===== src/rtl/enc_pos_ctrl_core.sv =====
// ---------------------------------------------------------------------------
// enc_pos_ctrl_core
// Slot-bus controller for a PMOD rotary encoder (JA = {SW, BTN, B, A}).
// Synchronizes and debounces A/B, decodes quadrature with a four-state FSM,
// keeps a bounded signed position (wrap or saturate), and latches button and
// decode-error events for software polling.
//
// Optional build macro: ENC_IRQ_EN
//   defined   -> adds output 'irq' and register 5 IRQ_MASK
//   undefined -> no irq port, address 5 reads 0 and ignores writes
// ---------------------------------------------------------------------------
module enc_pos_ctrl_core #(
    parameter int W    = 16,  // position/limit width (2..31)
    parameter int FILT = 8    // stable samples needed to accept new A/B (1..255)
) (
    input  logic        clk,
    input  logic        reset,
    input  logic        cs,
    input  logic        read,
    input  logic        write,
    input  logic [4:0]  addr,
    input  logic [31:0] wr_data,
    output logic [31:0] rd_data,
`ifdef ENC_IRQ_EN
    output logic        irq,
`endif
    input  logic [3:0]  JA
);

    // -----------------------------------------------------------------------
    // Register map
    // -----------------------------------------------------------------------
    localparam logic [4:0] ADDR_POS    = 5'd0;
    localparam logic [4:0] ADDR_CTRL   = 5'd1;
    localparam logic [4:0] ADDR_MIN    = 5'd2;
    localparam logic [4:0] ADDR_MAX    = 5'd3;
    localparam logic [4:0] ADDR_STATUS = 5'd4;
`ifdef ENC_IRQ_EN
    localparam logic [4:0] ADDR_IRQM   = 5'd5;
`endif

    localparam logic [7:0]          FILT_C    = 8'(FILT);
    localparam logic signed [W-1:0] MIN_RESET = {1'b1, {(W-1){1'b0}}};
    localparam logic signed [W-1:0] MAX_RESET = {1'b0, {(W-1){1'b1}}};

    // Quadrature states are encoded directly as the filtered {B,A} value.
    typedef enum logic [1:0] {
        S00 = 2'b00,
        S01 = 2'b01,
        S11 = 2'b11,
        S10 = 2'b10
    } qstate_e;

    // -----------------------------------------------------------------------
    // Input synchronizer
    // -----------------------------------------------------------------------
    logic [3:0] ja_s1_q;
    logic [3:0] ja_s2_q;
    logic [1:0] ab_sync;
    logic       btn_sync;
    logic       sw_sync;

    // Two-flop synchronizer for every JA bit.
    // NOTE: sequential state always uses non-blocking (<=) so every flop
    // samples the pre-edge value of its neighbours; these synchronizer flops
    // carry no reset on purpose, they simply re-sample the pins every cycle.
    always_ff @(posedge clk) begin
        ja_s1_q <= JA;
        ja_s2_q <= ja_s1_q;
    end

    assign ab_sync  = ja_s2_q[1:0];
    assign btn_sync = ja_s2_q[2];
    assign sw_sync  = ja_s2_q[3];

    // -----------------------------------------------------------------------
    // A/B debounce: accept a new {B,A} after FILT identical samples
    // -----------------------------------------------------------------------
    logic [1:0] ab_cand_q;
    logic [1:0] ab_cand_d;
    logic [1:0] ab_filt_q;
    logic [1:0] ab_filt_d;
    logic [7:0] filt_cnt_q;
    logic [7:0] filt_cnt_d;
    logic [7:0] run_len;

    // Count how long the synchronized value has differed from the filtered one.
    // NOTE: every signal written in an always_comb gets a default first so no
    // path leaves it unassigned and no latch is inferred.
    always_comb begin
        ab_cand_d  = ab_sync;
        ab_filt_d  = ab_filt_q;
        filt_cnt_d = filt_cnt_q;
        run_len    = (ab_sync != ab_cand_q) ? 8'd1 : filt_cnt_q + 8'd1;
        if (ab_sync == ab_filt_q) begin
            filt_cnt_d = '0;
        end else if (run_len == FILT_C) begin
            ab_filt_d  = ab_sync;
            filt_cnt_d = '0;
        end else begin
            filt_cnt_d = run_len;
        end
    end

    // Filter registers; reset adopts the current pin state so nothing is seen as a change.
    always_ff @(posedge clk) begin
        if (reset) begin
            ab_cand_q  <= ab_sync;
            ab_filt_q  <= ab_sync;
            filt_cnt_q <= '0;
        end else begin
            ab_cand_q  <= ab_cand_d;
            ab_filt_q  <= ab_filt_d;
            filt_cnt_q <= filt_cnt_d;
        end
    end

    // -----------------------------------------------------------------------
    // Quadrature decode FSM
    // -----------------------------------------------------------------------
    qstate_e state_q;
    qstate_e state_d;
    logic    q_fwd;
    logic    q_bwd;
    logic    q_diag;

    // State register; reload from the pins on reset produces no step.
    always_ff @(posedge clk) begin
        if (reset) begin
            state_q <= qstate_e'(ab_sync);
        end else begin
            state_q <= state_d;
        end
    end

    // Next state always follows the filtered input, including after an error.
    always_comb begin
        state_d = qstate_e'(ab_filt_q);
    end

    // Classify the transition from state_q to the filtered value.
    always_comb begin
        q_fwd  = 1'b0;
        q_bwd  = 1'b0;
        q_diag = 1'b0;
        unique case (state_q)
            S00: begin
                q_fwd  = (ab_filt_q == 2'b01);
                q_bwd  = (ab_filt_q == 2'b10);
                q_diag = (ab_filt_q == 2'b11);
            end
            S01: begin
                q_fwd  = (ab_filt_q == 2'b11);
                q_bwd  = (ab_filt_q == 2'b00);
                q_diag = (ab_filt_q == 2'b10);
            end
            S11: begin
                q_fwd  = (ab_filt_q == 2'b10);
                q_bwd  = (ab_filt_q == 2'b01);
                q_diag = (ab_filt_q == 2'b00);
            end
            S10: begin
                q_fwd  = (ab_filt_q == 2'b00);
                q_bwd  = (ab_filt_q == 2'b11);
                q_diag = (ab_filt_q == 2'b01);
            end
            default: ;
        endcase
    end

    // -----------------------------------------------------------------------
    // Configuration and status registers
    // -----------------------------------------------------------------------
    logic [2:0]          ctrl_q;
    logic signed [W-1:0] min_q;
    logic signed [W-1:0] max_q;
    logic signed [W-1:0] pos_q;
    logic signed [W-1:0] pos_d;
    logic                btn_prev_q;
    logic                btn_ev_q;
    logic                btn_ev_d;
    logic                err_q;
    logic                err_d;
    logic [7:0]          err_cnt_q;
    logic [7:0]          err_cnt_d;

    logic ctrl_en;
    logic ctrl_wrap;
    logic ctrl_x4;
    assign ctrl_en   = ctrl_q[0];
    assign ctrl_wrap = ctrl_q[1];
    assign ctrl_x4   = ctrl_q[2];

    logic wr_en;
    logic wr_pos;
    logic wr_ctrl;
    logic wr_min;
    logic wr_max;
    logic wr_status;
    assign wr_en     = cs & write;
    assign wr_pos    = wr_en && (addr == ADDR_POS);
    assign wr_ctrl   = wr_en && (addr == ADDR_CTRL);
    assign wr_min    = wr_en && (addr == ADDR_MIN);
    assign wr_max    = wr_en && (addr == ADDR_MAX);
    assign wr_status = wr_en && (addr == ADDR_STATUS);

    logic signed [W-1:0] wr_val;
    assign wr_val = wr_data[W-1:0];

    logic cfg_err;
    logic at_lim;
    assign cfg_err = (min_q > max_q);
    assign at_lim  = (pos_q == min_q) || (pos_q == max_q);

    // Steps: X4 counts every legal edge, otherwise only entries into S00.
    logic step_up;
    logic step_dn;
    assign step_up = ctrl_x4 ? q_fwd : (q_fwd && (state_q == S10));
    assign step_dn = ctrl_x4 ? q_bwd : (q_bwd && (state_q == S01));

    function automatic logic signed [W-1:0] clamp(
        input logic signed [W-1:0] v,
        input logic signed [W-1:0] lo,
        input logic signed [W-1:0] hi
    );
        if (v < lo)      return lo;
        else if (v > hi) return hi;
        else             return v;
    endfunction

    // Position next value: bus write beats a step; an out-of-range position
    // is first clamped by the step without counting it.
    always_comb begin
        pos_d = pos_q;
        if (!cfg_err) begin
            if (wr_pos) begin
                pos_d = clamp(wr_val, min_q, max_q);
            end else if (ctrl_en && (step_up || step_dn)) begin
                if ((pos_q < min_q) || (pos_q > max_q)) begin
                    pos_d = clamp(pos_q, min_q, max_q);
                end else if (step_up) begin
                    if (pos_q == max_q) pos_d = ctrl_wrap ? min_q : max_q;
                    else                pos_d = pos_q + W'(1);
                end else begin
                    if (pos_q == min_q) pos_d = ctrl_wrap ? max_q : min_q;
                    else                pos_d = pos_q - W'(1);
                end
            end
        end
    end

    // Sticky event flags: a new event in the same cycle as its W1C wins.
    always_comb begin
        btn_ev_d  = btn_ev_q;
        err_d     = err_q;
        err_cnt_d = err_cnt_q;
        if (wr_status && wr_data[0]) btn_ev_d = 1'b0;
        if (btn_sync && !btn_prev_q) btn_ev_d = 1'b1;
        if (wr_status && wr_data[1]) begin
            err_d     = 1'b0;
            err_cnt_d = '0;
        end
        if (q_diag) begin
            err_d     = 1'b1;
            err_cnt_d = (err_cnt_d == 8'hFF) ? 8'hFF : err_cnt_d + 8'd1;
        end
    end

    // Register bank and event state.
    always_ff @(posedge clk) begin
        if (reset) begin
            ctrl_q     <= '0;
            min_q      <= MIN_RESET;
            max_q      <= MAX_RESET;
            pos_q      <= '0;
            btn_prev_q <= btn_sync;
            btn_ev_q   <= 1'b0;
            err_q      <= 1'b0;
            err_cnt_q  <= '0;
        end else begin
            if (wr_ctrl) ctrl_q <= wr_data[2:0];
            if (wr_min)  min_q  <= wr_val;
            if (wr_max)  max_q  <= wr_val;
            pos_q      <= pos_d;
            btn_prev_q <= btn_sync;
            btn_ev_q   <= btn_ev_d;
            err_q      <= err_d;
            err_cnt_q  <= err_cnt_d;
        end
    end

    logic [31:0] status_word;
    assign status_word = {16'd0, err_cnt_q, 3'd0, sw_sync, cfg_err, at_lim, err_q, btn_ev_q};

    // -----------------------------------------------------------------------
    // Optional interrupt
    // -----------------------------------------------------------------------
`ifdef ENC_IRQ_EN
    logic [2:0] irq_mask_q;
    logic       irq_q;
    logic       wr_irqm;
    assign wr_irqm = wr_en && (addr == ADDR_IRQM);

    // Mask register and registered interrupt request.
    always_ff @(posedge clk) begin
        if (reset) begin
            irq_mask_q <= '0;
            irq_q      <= 1'b0;
        end else begin
            if (wr_irqm) irq_mask_q <= wr_data[2:0];
            irq_q <= |(status_word[2:0] & irq_mask_q);
        end
    end

    assign irq = irq_q;
`endif

    // -----------------------------------------------------------------------
    // Read mux (non-destructive, independent of the read strobe)
    // -----------------------------------------------------------------------
    // Combinational read data selected by address; unmapped addresses read 0.
    always_comb begin
        rd_data = '0;
        unique case (addr)
            ADDR_POS:    rd_data = {{(32-W){pos_q[W-1]}}, pos_q};
            ADDR_CTRL:   rd_data = {29'd0, ctrl_q};
            ADDR_MIN:    rd_data = {{(32-W){min_q[W-1]}}, min_q};
            ADDR_MAX:    rd_data = {{(32-W){max_q[W-1]}}, max_q};
            ADDR_STATUS: rd_data = status_word;
`ifdef ENC_IRQ_EN
            ADDR_IRQM:   rd_data = {29'd0, irq_mask_q};
`endif
            default:     rd_data = '0;
        endcase
    end

    // Read strobe has no side effects and upper write bits are ignored.
    logic unused_ok;
    assign unused_ok = &{1'b0, read, wr_data[31:W]};

endmodule

===== config.mk =====
export PLATFORM = sky130hd
export DESIGN_NAME = enc_pos_ctrl_core
export DESIGN_NICKNAME = d
export VERILOG_FILES = /design/src/rtl/enc_pos_ctrl_core.sv
export SDC_FILE = /design/constraint.sdc
export NUM_CORES = 1
export LEC_CHECK = 0
export CAP_MARGIN = 20
export CORE_MARGIN = 1.5
export CORE_UTILIZATION = 70
export CTS_BUF_LIST = sky130_fd_sc_hd__clkbuf_16
export DETAILED_ROUTE_END_ITERATION = 10
export DONT_BUFFER_PORTS = 1
export PLACE_DENSITY = 0.95
export SKIP_CTS_REPAIR_TIMING = 1
export SYNTH_ARGS = -nofsm -noshare
export SYNTH_HDL_FRONTEND = slang
export SYNTH_SLANG_ARGS = --single-unit
export TNS_END_PERCENT = 20

===== constraint.sdc =====
create_clock -name clk -period 6.3 [get_ports clk]
set_input_delay 0.63 -clock clk [delete_from_list [all_inputs] [get_ports clk]]
set_output_delay 0.63 -clock clk [all_outputs]
set_load 0.05 [all_outputs]

* Word-level counts from Yosys, hierarchy flattened
Cells that the tools add are included.
** Word-level totals
- Bits in registers :: 84
- Word-level logic and storage cells :: 98
** Cells by class
- Add/sub/neg operators :: 4
- $lt $le $gt $ge :: 5
- Equality and inequality tests :: 18
- Mux-type cells :: 30
- Bitwise logic cells :: 2
- Reductions and logical operators :: 25
** Operators by type and width (number)
- $mux W16 :: 12
- $pmux W32 S5 :: 1
- $gt A16 B16 Y1 :: 3
- $eq A16 B16 Y1 :: 2
- $lt A16 B16 Y1 :: 2
- $mux W8 :: 4
- $add A16 B2 Y16 const B :: 1
- $add A8 B1 Y8 const B :: 2
- $sub A16 B2 Y16 const B :: 1
- $pmux W1 S4 :: 3
- $logic_and A1 B1 Y1 :: 11
- $eq A5 B2 Y1 const B :: 2
- $eq A2 B2 Y1 const B :: 4
- $eq A8 B4 Y1 const B :: 1
- $eq A8 B8 Y1 const B :: 1
- $mux W2 :: 4
- $reduce_bool A2 Y1 :: 4
- $mux W1 :: 6
- $eq A5 B1 Y1 const B :: 1
- $eq A5 B3 Y1 const B :: 1
- $logic_not A5 Y1 :: 1
- $eq A2 B1 Y1 const B :: 2
- $logic_not A2 Y1 :: 2
- $ne A4 B4 Y1 const B :: 1
- 10 further kinds :: 12

* Depth between registers and ports, before layout
Gate-level depths: netlist of run 1.
- Depth after elaboration :: 8
- Mapped depth :: 13

* Least setup slack after synthesis of run 1
Ideal clock, no wire load.
- Kind :: register to output
- Start :: register pos_q[0]
- End :: output port rd_data[2]
- Arrival :: 3.079 ns
- Data required time :: 5.670 ns
- Setup slack :: 2.591 ns
- Cell stages (with the launch flop) :: 9
- Buffers on the path :: 2
- Path through :: dfxtp_1 clkbuf_1 inv_1 ha_1 nand4_1 nor4_1 clkbuf_1 nor2_1 o21ai_0
** On the way
- Word-level cells in the longest chain between the ends :: 3
- Elaborated cells between the ends (all ways) :: 4
- Classes of those cells :: eq/ne (2); mux (1); reduce/logical (1)
** Ends and longest elaborated chain
- start, declared :: line 177 : logic signed [W-1:0] pos_q;
- start signal, assigned :: line 284 : pos_q <= pos_d;
- $eq A16 B16 Y1 :: line 213 : assign at_lim = (pos_q == min_q) || (pos_q == max_q);
- $logic_or A1 B1 Y1 (*) :: line 213
- $pmux W32 S5 (*) :: line 324 : unique case (addr)
- end, declared :: line 23 : output logic [31:0] rd_data,
Every way passes the cells marked *; elsewhere a longest branch is shown, timed or not.

* Final worst setup path of run 1
- Start :: register min_q[10]
- End :: register pos_q[1]
** On the way
- Word-level cells in the longest chain between the ends :: 6
- Elaborated cells between the ends (all ways) :: 15
- Classes of those cells :: order compare (3); eq/ne (2); mux (7); bitwise (1); reduce/logical (2)
** Ends and longest elaborated chain
- start, declared :: line 175 : logic signed [W-1:0] min_q;
- start signal, assigned :: line 282 : if (wr_min) min_q <= wr_val;
- parallel branches: the longest is 6 deep, another holds $lt A16 B16 Y1
Several ways; the timed one is not identified. The select of a mux whose other input is x is not followed.
A chain may end at the register's enable or synchronous reset.

==> results.json, run 1 <==
{
  "synth_mux_area_frac": 0.08788,
  "vias": 7669,
  "tns_ns": 0,
  "grt_max_degree": 50,
  "clkPwrFrac": 0.428,
  "final_common_cell": "nand2_1",
  "syn-num-nets": 1095,
  "h-tree-depth": 3,
  "synth_top_family_by_area": "compound AO/OA/AOI/OAI gates",
  "nets": 1037,
  "r2r-start": "min_q[10]",
  "p_sw_uw": 395.1,
  "cap_violations": 0,
  "clk_path_buf_depth": 2,
  "setup_violations": 0,
  "clock.fmax_ghz": 0.2560,
  "synth.distinct_cells": 73,
  "synth-simple-area-share": 0.2019,
  "n_antenna_cell": 0,
  "critPathLaunchType": "register",
  "comb_power_share": 0.139,
  "viasPerCell": 7.311,
  "die_x_um": 106.9,
  "area_growth_pct": 2.681,
  "p_seq_frac": 0.432,
  "yosys.area_share.adder": 0.1374,
  "drv_slew": 0,
  "cts_sinks": 84,
  "ys_ff_latch": 84,
  "gp_congestion": 1.053,
  "syn-mean-instance-area_sq_um": 7.826,
  "die_area_sq_um": 11430,
  "clk_latency_ns": 0.37,
  "dp.cells": 1033,
  "drive_gt1_frac": 0.06900,
  "gr-total-overflow": 0,
  "whs_endpoint": "ja_s1_q[2]",
  "synth_edf_count": 2,
  "ys.flop_type": "dfxtp_1",
  "clk_pin_slew_worst_paths_ns": 0.07,
  "async_flop_share": 0,
  "whs_path_depth": 0,
  "initial_core_util": 0.7258,
  "yosysWarnings": 0,
  "fin_crit_ns": 3.907,
  "reg2reg_depth": 10,
  "grt_pass1_wl_um": 37090,
  "path_max_fanout": 18,
  "grt_pass1_vias": 7172,
  "hold_violations": 0,
  "postRouteAntennaNets": 0,
  "syn_inst": 966,
  "critical_path_class": "reg -> reg",
  "die_h_um": 106.9,
  "powerDensity_nw_per_um2": 167.1,
  "drtIter0Drc": 1055,
  "cts_made_buffers": 9,
  "synth_compound_area_frac": 0.2190,
  "io_buffer_count": 0,
  "r2r_end": "pos_q[1]",
  "worstHoldStart": "JA[2]",
  "arrival_ns": 4.18,
  "internal_power_uw": 901.8,
  "dr.pass1.iters": 11,
  "drc": 1,
  "max-slew-margin-rel": 0.2148,
  "min_path_type": "in -> reg",
  "critPathRequiredTime_ns": 6.57,
  "grt_antenna_before_repair": 0,
  "fin_ws_ns": 2.393,
  "p_sw_frac": 0.3046,
  "wire_per_inst_um": 22.68,
  "cts_tree": "built",
  "fin_crit_sh": 0.6201,
  "routed_wl_um": 23800,
  "ios": 78,
  "peakVddDrop_mv": 0.2043,
  "worstMarginPinSlew_ns": 1.195,
  "p_leak_uw": 0.003106,
  "status": "finished with violations",
  "fill_cells": 765,
  "detailed_place_hpwl_um": 16640,
  "pre_cts_ws_ns": 2.657,
  "core_sq_um": 10420,
  "cp-end-kind": "register",
  "grt_use_total": 0.4190,
  "fin_util": 0.7452,
  "placementRows": 37,
  "root_buffer": "clkbuf_16",
  "ff2ff_setup_slack_ns": 2.39,
  "grt_setup_unrepaired": "false",
  "final_cell_mix": "nand2_1, ha_1, dfxtp_1, a21oi_1, nor2_1",
  "synth_xor_area_frac": 0.05329,
  "syn_area_sq_um": 7560,
  "finalNonFillerCells": 1049,
  "ys_seq_area_frac": 0.2251,
  "violations": "DRC",
  "fin_hold_ws_ns": 0.2869,
  "clock_skew_ns": 0.01316
}
cell type report:
type / instances / area [sq um] / share of cell area
repair buffers: 9 / 87.58 / 0.01128
well taps: 136 / 170.2 / 0.02192
multi-input cells: 757 / 5324 / 0.6858
clock inverters: 7 / 76.32 / 0.009832
clock buffers: 9 / 225.2 / 0.02901
flip-flops and latches: 84 / 1703 / 0.2194
inverters: 47 / 176.4 / 0.02273
power groups by stage:
stage | registers (uW) | logic (uW) | clock network (uW)
after global routing | 562 | 194 | 574
after CTS | 560 | 175 | 555
after global placement | 571 | 168 | 0
after floorplan | 564 | 159 | 0
after detailed placement | 572 | 173 | 0
final | 561 | 181 | 556
routing by layer:
layer / vias up / global-route usage / wire (um)
met1: 3536 / 0.4878 / 8633
met4: 0 / 0.2705 / 1522
met2: 556 / 0.6703 / 10740
li1: 3426 / - / -
met3: 151 / 0.1228 / 2899
met5: - / 0 / 0
flip-flops by register name, indices dropped and copies added (netlist names):
name / count
btn_ev_q: 1
filt_cnt_q: 8
min_q: 16
max_q: 16
ja_s2_q: 4
ja_s1_q: 4
ab_cand_q: 2
btn_prev_q: 1
pos_q: 16
err_cnt_q: 8
state_q: 2
ctrl_q: 3
err_q: 1
ab_filt_q: 2
logic make-up (layout without fill, tap and decap cells):
logic type               count (synthesis)  after routing
AND/OR/NAND/NOR                        318            318
AO/OA/AOI/OAI                          249            249
buffers and inverters                  125             72
XOR/XNOR                                46             46
flip-flops                              84             84
adder cells (fa/ha/maj)                 83             83
multiplexers                            61             61
worst max-delay path, cell delays in order (launching register included):
cell and delay [ns]:
dfxtp_1 0.53, inv_1 0.17, ha_1 0.33, nand4_1 0.24, or2_2 0.39, a211oi_1 0.32, nor3_1 0.11, o211a_1 0.56
nor2_4 0.65, a221oi_1 0.20, a221oi_1 0.30
worst max-delay path by stage:
stage | startpoint | endpoint | slack [ns] | depth (start not counted)
2_1_floorplan | pos_q[0] | rd_data[2] | 2.59 | 8
3_3_place_gp | wr_data[15] | pos_q[1] | 2.63 | 9
3_5_place_dp | min_q[11] | pos_q[1] | 2.66 | 10
4_1_cts | max_q[11] | rd_data[3] | 2.57 | 7
5_1_grt | min_q[10] | pos_q[4] | 2.33 | 10
6_report | min_q[10] | pos_q[1] | 2.39 | 10
Yosys cell counts (6+ instances only):
master,instances,area share
a211oi_1,6,0.0060
a21oi_1,67,0.044
a22oi_1,15,0.015
a311oi_1,11,0.013
a31oi_1,7,0.0058
buf_2,11,0.0073
buf_4,15,0.015
clkbuf_1,44,0.022
dfxtp_1,82,0.22
ha_1,83,0.14
inv_1,47,0.023
mux2_2,13,0.019
mux2i_1,42,0.056
nand2_1,126,0.063
nand3_1,30,0.020
nand4_1,23,0.019
nor2_1,61,0.030
nor3_1,16,0.011
nor4_1,14,0.012
o211ai_1,48,0.048
o21ai_0,39,0.026
o22ai_1,14,0.012
or3_1,9,0.0074
or4_1,8,0.0079
xnor2_1,22,0.025
xor2_1,24,0.028
metrics by stage:
stage                     power, uW  area (sq um)
after detailed placement      745.8          7461
final                          1297          7762
after CTS                      1290          7762
after global routing           1330          7762
after floorplan               723.3          7560
after global placement        739.8          7461
(Power assumes the default switching activity.)
==> run 2: changes to the inputs <==
- CORE_UTILIZATION: 70 -> 66
- PLACE_DENSITY: 0.95 -> 0.91
- clock period: 6.3 -> 3.8 ns (I/O delays scaled with it)
==> run 2 against run 1 <==
Net effect: the flow now finishes without violations; critical path depth rose by 1; global-route usage rose by 0.34 points; die area up 5.9%; critical path type unchanged; largest power group is now the clock network.
==> results.json, run 2 (synthesized netlist as in run 1, its figures left out) <==
{
  "wire_per_inst_um": 22.60,
  "arrival_ns": 3.67,
  "p_sw_frac": 0.2656,
  "postPlaceCellArea_sq_um": 7719,
  "min_path_type": "in -> reg",
  "p_seq_frac": 0.426,
  "peakVddDrop_mv": 0.3662,
  "finalNonFillerCells": 1085,
  "multi_input_area_sq_um": 5324,
  "cp-end-kind": "register",
  "root_buffer": "clkbuf_16",
  "p_sw_uw": 578.9,
  "vias": 7643,
  "dr.pass1.iters": 6,
  "clock.fmax_ghz": 0.2916,
  "comb_power_share": 0.142,
  "fill_cells": 857,
  "highest_layer": "met4",
  "critical_path_class": "reg -> reg",
  "drc": 0,
  "drive_gt1_frac": 0.09735,
  "die_area_sq_um": 12110,
  "setup_violations": 0,
  "critPathLaunchType": "register",
  "largestRegisters": "max_q (16), min_q (16), pos_q (16)",
  "cts_made_buffers": 9,
  "grt_pass1_vias": 7214,
  "wl_met3_um": 2598,
  "h-tree-depth": 3,
  "grt_use_total": 0.4224,
  "grt_antenna_before_repair": 0,
  "clock_skew_ns": 0.007598,
  "path_max_fanout": 9,
  "tns_ns": 0,
  "postRouteAntennaNets": 0,
  "routed_wl_um": 24530,
  "clk_path_buf_depth": 2,
  "fin_crit_sh": 0.9024,
  "status": "complete, no violations",
  "critPathRequiredTime_ns": 4.04,
  "drv_slew": 0,
  "initial_core_util": 0.6883,
  "p_leak_uw": 0.003284,
  "drtIter0Drc": 1097,
  "powerDensity_nw_per_um2": 271.5,
  "ios": 78,
  "placementRows": 38,
  "n_antenna_cell": 0,
  "grt_pass1_wl_um": 38090,
  "die_h_um": 110.0,
  "io_buffer_count": 0,
  "clk_pin_slew_worst_paths_ns": 0.06,
  "cts_sinks": 84,
  "internal_power_uw": 1601,
  "p_total_uw": 2180,
  "register_area_sq_um": 1703,
  "die_x_um": 110.0,
  "core_sq_um": 10980,
  "area_growth_pct": 6.190,
  "detailed_place_hpwl_um": 17520,
  "dp.cells": 1069,
  "fin_util": 0.7309,
  "nets": 1069,
  "max-slew-margin-rel": 0.2717,
  "met2_length_um": 11070,
  "clk_latency_ns": 0.37,
  "worstMarginPinSlew_ns": 1.109,
  "cap_violations": 0,
  "gp_congestion": 1.066,
  "fin_crit_ns": 3.429,
  "grt_max_degree": 46,
  "gr-total-overflow": 0,
  "grt_setup_unrepaired": "false",
  "hold_violations": 0,
  "stdcell_area_sq_um": 8028,
  "final_cell_mix": "nand2_1, ha_1, dfxtp_1, a21oi_1, nor2_1",
  "final_common_cell": "nand2_1",
  "wl_met1_um": 9280,
  "viasPerCell": 7.044,
  "cts_tree": "built",
  "clkPwrFrac": 0.432
}
[run 2: changes by cell type in the layout (fill, tap and decap cells not counted), sizes merged]
cell	previous run	this run
inv	52	49
buf	9	41
clkinvlp	0	1
bufinv	0	2
[run 2: per-layer routing]
metal / track usage / up-vias
met5: 0 / -
met4: 0.2894 / 0
met3: 0.09289 / 117
met2: 0.6633 / 491
met1: 0.5148 / 3558
li1: - / 3477
[run 2: final cells by class]
class / count / area share
inverter: 47 / 0.02198
tap: 140 / 0.02182
clock inverter: 7 / 0.01044
sequential: 84 / 0.2121
timing repair buffer: 41 / 0.04239
multi-input combinational: 757 / 0.6632
clock buffer: 9 / 0.02805
[run 2: power by group through the flow]
| stage | registers, uW | logic, uW | clock network, uW |
|---|---|---|---|
| after floorplan | 936 | 263 | 0 |
| after global placement | 945 | 290 | 0 |
| after detailed placement | 946 | 298 | 0 |
| after CTS | 927 | 303 | 946 |
| after global routing | 930 | 338 | 977 |
| final | 928 | 310 | 942 |
[run 2: critical path: stages, from the launching register on]
cell and delay, ns:
dfxtp_1 0.40, inv_1 0.15, ha_1 0.32, nor2b_1 0.14
o211ai_1 0.26, or4b_1 0.51, or2b_1 0.20, a211o_1 0.46
buf_4 0.32, mux2_4 0.32, a32oi_1 0.14, a31oi_1 0.09
[run 2: through the flow]
stage               hold slack (ns)  setup slack, ns
floorplan                    0.3096           0.3408
global placement             0.3116           0.5821
detailed placement           0.3147           0.4915
CTS                         0.03561           0.4440
global route                0.03555           0.1869
finish                      0.03841           0.3709
[run 2: path summary, 6_finish.rpt]
path	start	to	slack, ns	cells past startpoint
worst min register to register	ja_s1_q[0]	ja_s2_q[0]	0.33	0
worst min-delay path	JA[2]	ja_s1_q[2]	0.04	0
worst max register to register	max_q[1]	pos_q[11]	0.37	11
worst max-delay path	max_q[1]	pos_q[11]	0.37	11
==> run 3: changes to the inputs <==
- CORE_ASPECT_RATIO: default -> 0.6
- GPL_ROUTABILITY_DRIVEN: default -> 0
- PLACE_DENSITY: 0.91 -> default
- PLACE_DENSITY_LB_ADDON: default -> 0.12
==> run 3 against run 2 <==
Net effect: cell count is 1.5% higher; clock power is 2.4% lower; count of clock-buffer cells in the layout is 1 higher; sequential share of layout area is 0.26 points lower; maximum frequency is 3.7% lower; register-to-register slack worse by 0.13 ns; design area is 1.3% higher; wire length is 3.8% higher; first-iteration DRC count is 7.8% lower; largest power group is now registers.
==> results.json, run 3 (synthesized netlist as in run 1, its figures left out) <==
{
  "worstPathCellList": "inv_1 -> ha_1 -> nand4_1 -> or2_2 -> a211oi_1 -> nor3_1 -> o211a_1 -> nor2_4 -> buf_12 -> a22oi_1 -> a311oi_1",
  "slowest_stage": "dfxtp_1",
  "viasPerCell": 7.161,
  "gr-total-overflow": 0,
  "critical_path_class": "reg -> reg",
  "internal_power_uw": 1533,
  "ios": 78,
  "p_sw_uw": 636.8,
  "max-slew-margin-rel": 0.2832,
  "fin_ws_ns": 0.2384,
  "core_sq_um": 11220,
  "pre_cts_ws_ns": 0.4317,
  "drv_slew": 0,
  "cap_violations": 0,
  "root_buffer": "clkbuf_16",
  "cts_made_buffers": 9,
  "p_leak_uw": 0.003339,
  "fin_crit_sh": 0.9373,
  "die_area_sq_um": 12130,
  "grt_setup_unrepaired": "false",
  "comb_power_share": 0.149,
  "cts_sinks": 84,
  "status": "complete, no violations",
  "final_cell_mix": "nand2_1, ha_1, dfxtp_1, a21oi_1, nor2_1",
  "routed_wl_um": 25470,
  "p_sw_frac": 0.2934,
  "dp.cells": 1085,
  "detailed_place_hpwl_um": 19280,
  "n_antenna_cell": 0,
  "vias": 7884,
  "postRouteAntennaNets": 0,
  "grt_max_degree": 46,
  "die_h_um": 85.90,
  "clock_skew_ns": 0.006894,
  "clk_latency_ns": 0.35,
  "grt_pass1_wl_um": 40030,
  "cts_tree": "built",
  "arrival_ns": 3.81,
  "hold_violations": 0,
  "fin_crit_ns": 3.562,
  "peakVddDrop_mv": 0.2140,
  "powerDensity_nw_per_um2": 267.0,
  "drc": 0,
  "clk_pin_slew_worst_paths_ns": 0.07,
  "placementRows": 30,
  "drive_gt1_frac": 0.1118,
  "worstMarginPinSlew_ns": 1.091,
  "largestRegisters": "max_q (16), min_q (16), pos_q (16)",
  "fill_cells": 889,
  "clock.fmax_ghz": 0.2808,
  "area_growth_pct": 7.531,
  "path_max_fanout": 11,
  "dr.pass1.iters": 9,
  "grt_use_total": 0.4277,
  "clkPwrFrac": 0.424,
  "die_x_um": 141.2,
  "io_buffer_count": 0,
  "wire_per_inst_um": 23.13,
  "critPathRequiredTime_ns": 4.05,
  "clk_path_buf_depth": 2,
  "critPathLaunchType": "register",
  "finalNonFillerCells": 1101,
  "grt_antenna_before_repair": 1,
  "tns_ns": 0,
  "drtIter0Drc": 1011,
  "critPathMaxStageDelay_ns": 0.49,
  "p_seq_frac": 0.427,
  "postPlaceCellArea_sq_um": 7826,
  "min_path_type": "in -> reg",
  "nets": 1081,
  "grt_pass1_vias": 7411,
  "stdcell_area_sq_um": 8129,
  "initial_core_util": 0.6736,
  "h-tree-depth": 3,
  "cp-end-kind": "register",
  "final_common_cell": "nand2_1",
  "setup_violations": 0
}
## run 3: cell types whose count changed in the layout (fill, tap and decap cells not counted), sizes merged
cell	delta
buf	+12
bufinv	-2
clkbuf	+1
inv	+1
## run 3: power by group through the flow
stage / clock [uW] / combinational (uW) / sequential [uW]
2_1_floorplan: 0 / 263 / 936
3_3_place_gp: 0 / 298 / 945
3_5_place_dp: 0 / 310 / 947
4_1_cts: 916 / 313 / 927
5_1_grt: 955 / 347 / 930
6_report: 919 / 323 / 928
## run 3: worst paths after layout
kind                   start    endpoint  slack, ns  depth (start not counted)
setup reg to reg   min_q[11]    pos_q[5]       0.24                         11
hold / removal         JA[1]  ja_s1_q[1]       0.05                          0
hold reg to reg   ja_s1_q[1]  ja_s2_q[1]       0.33                          0
setup / recovery   min_q[11]    pos_q[5]       0.24                         11
## run 3: worst max-delay path, delay by kind of cell (launching register included)
kind	cells	cell delay, ns
simple gates	4	1.07
buf+inv	2	0.30
compound gates	4	1.23
flops	1	0.49
fa+ha+maj	1	0.35
## run 3: area by class of cell
cell class                      instances  area [sq um]  area share
Clock inverter                          6         52.55    0.006465
Timing Repair Buffer                   53         442.9     0.05449
Inverter                               47         176.4     0.02170
Tap cell                              144         180.2     0.02216
Multi-Input combinational cell        757          5324      0.6549
Sequential cell                        84          1703      0.2095
Clock buffer                           10         250.2     0.03078
## run 3: routing by layer
layer	global-route usage	vias to the layer above	routed length [um]
li1	-	3507	-
met1	0.5692	3636	10130
met2	0.6332	602	10360
met3	0.1491	137	3809
met4	0.1733	2	1166
met5	0	-	8
## run 3: stage by stage
step | hold WS (ns) | total power, uW | util
final | 0.05326 | 2170 | 0.7243
after global routing | 0.04074 | 2233 | 0.7243
after CTS | 0.05130 | 2156 | 0.7243
after detailed placement | 0.3121 | 1257 | 0.6973
after global placement | 0.3104 | 1244 | 0.6973
after floorplan | 0.3096 | 1199 | -
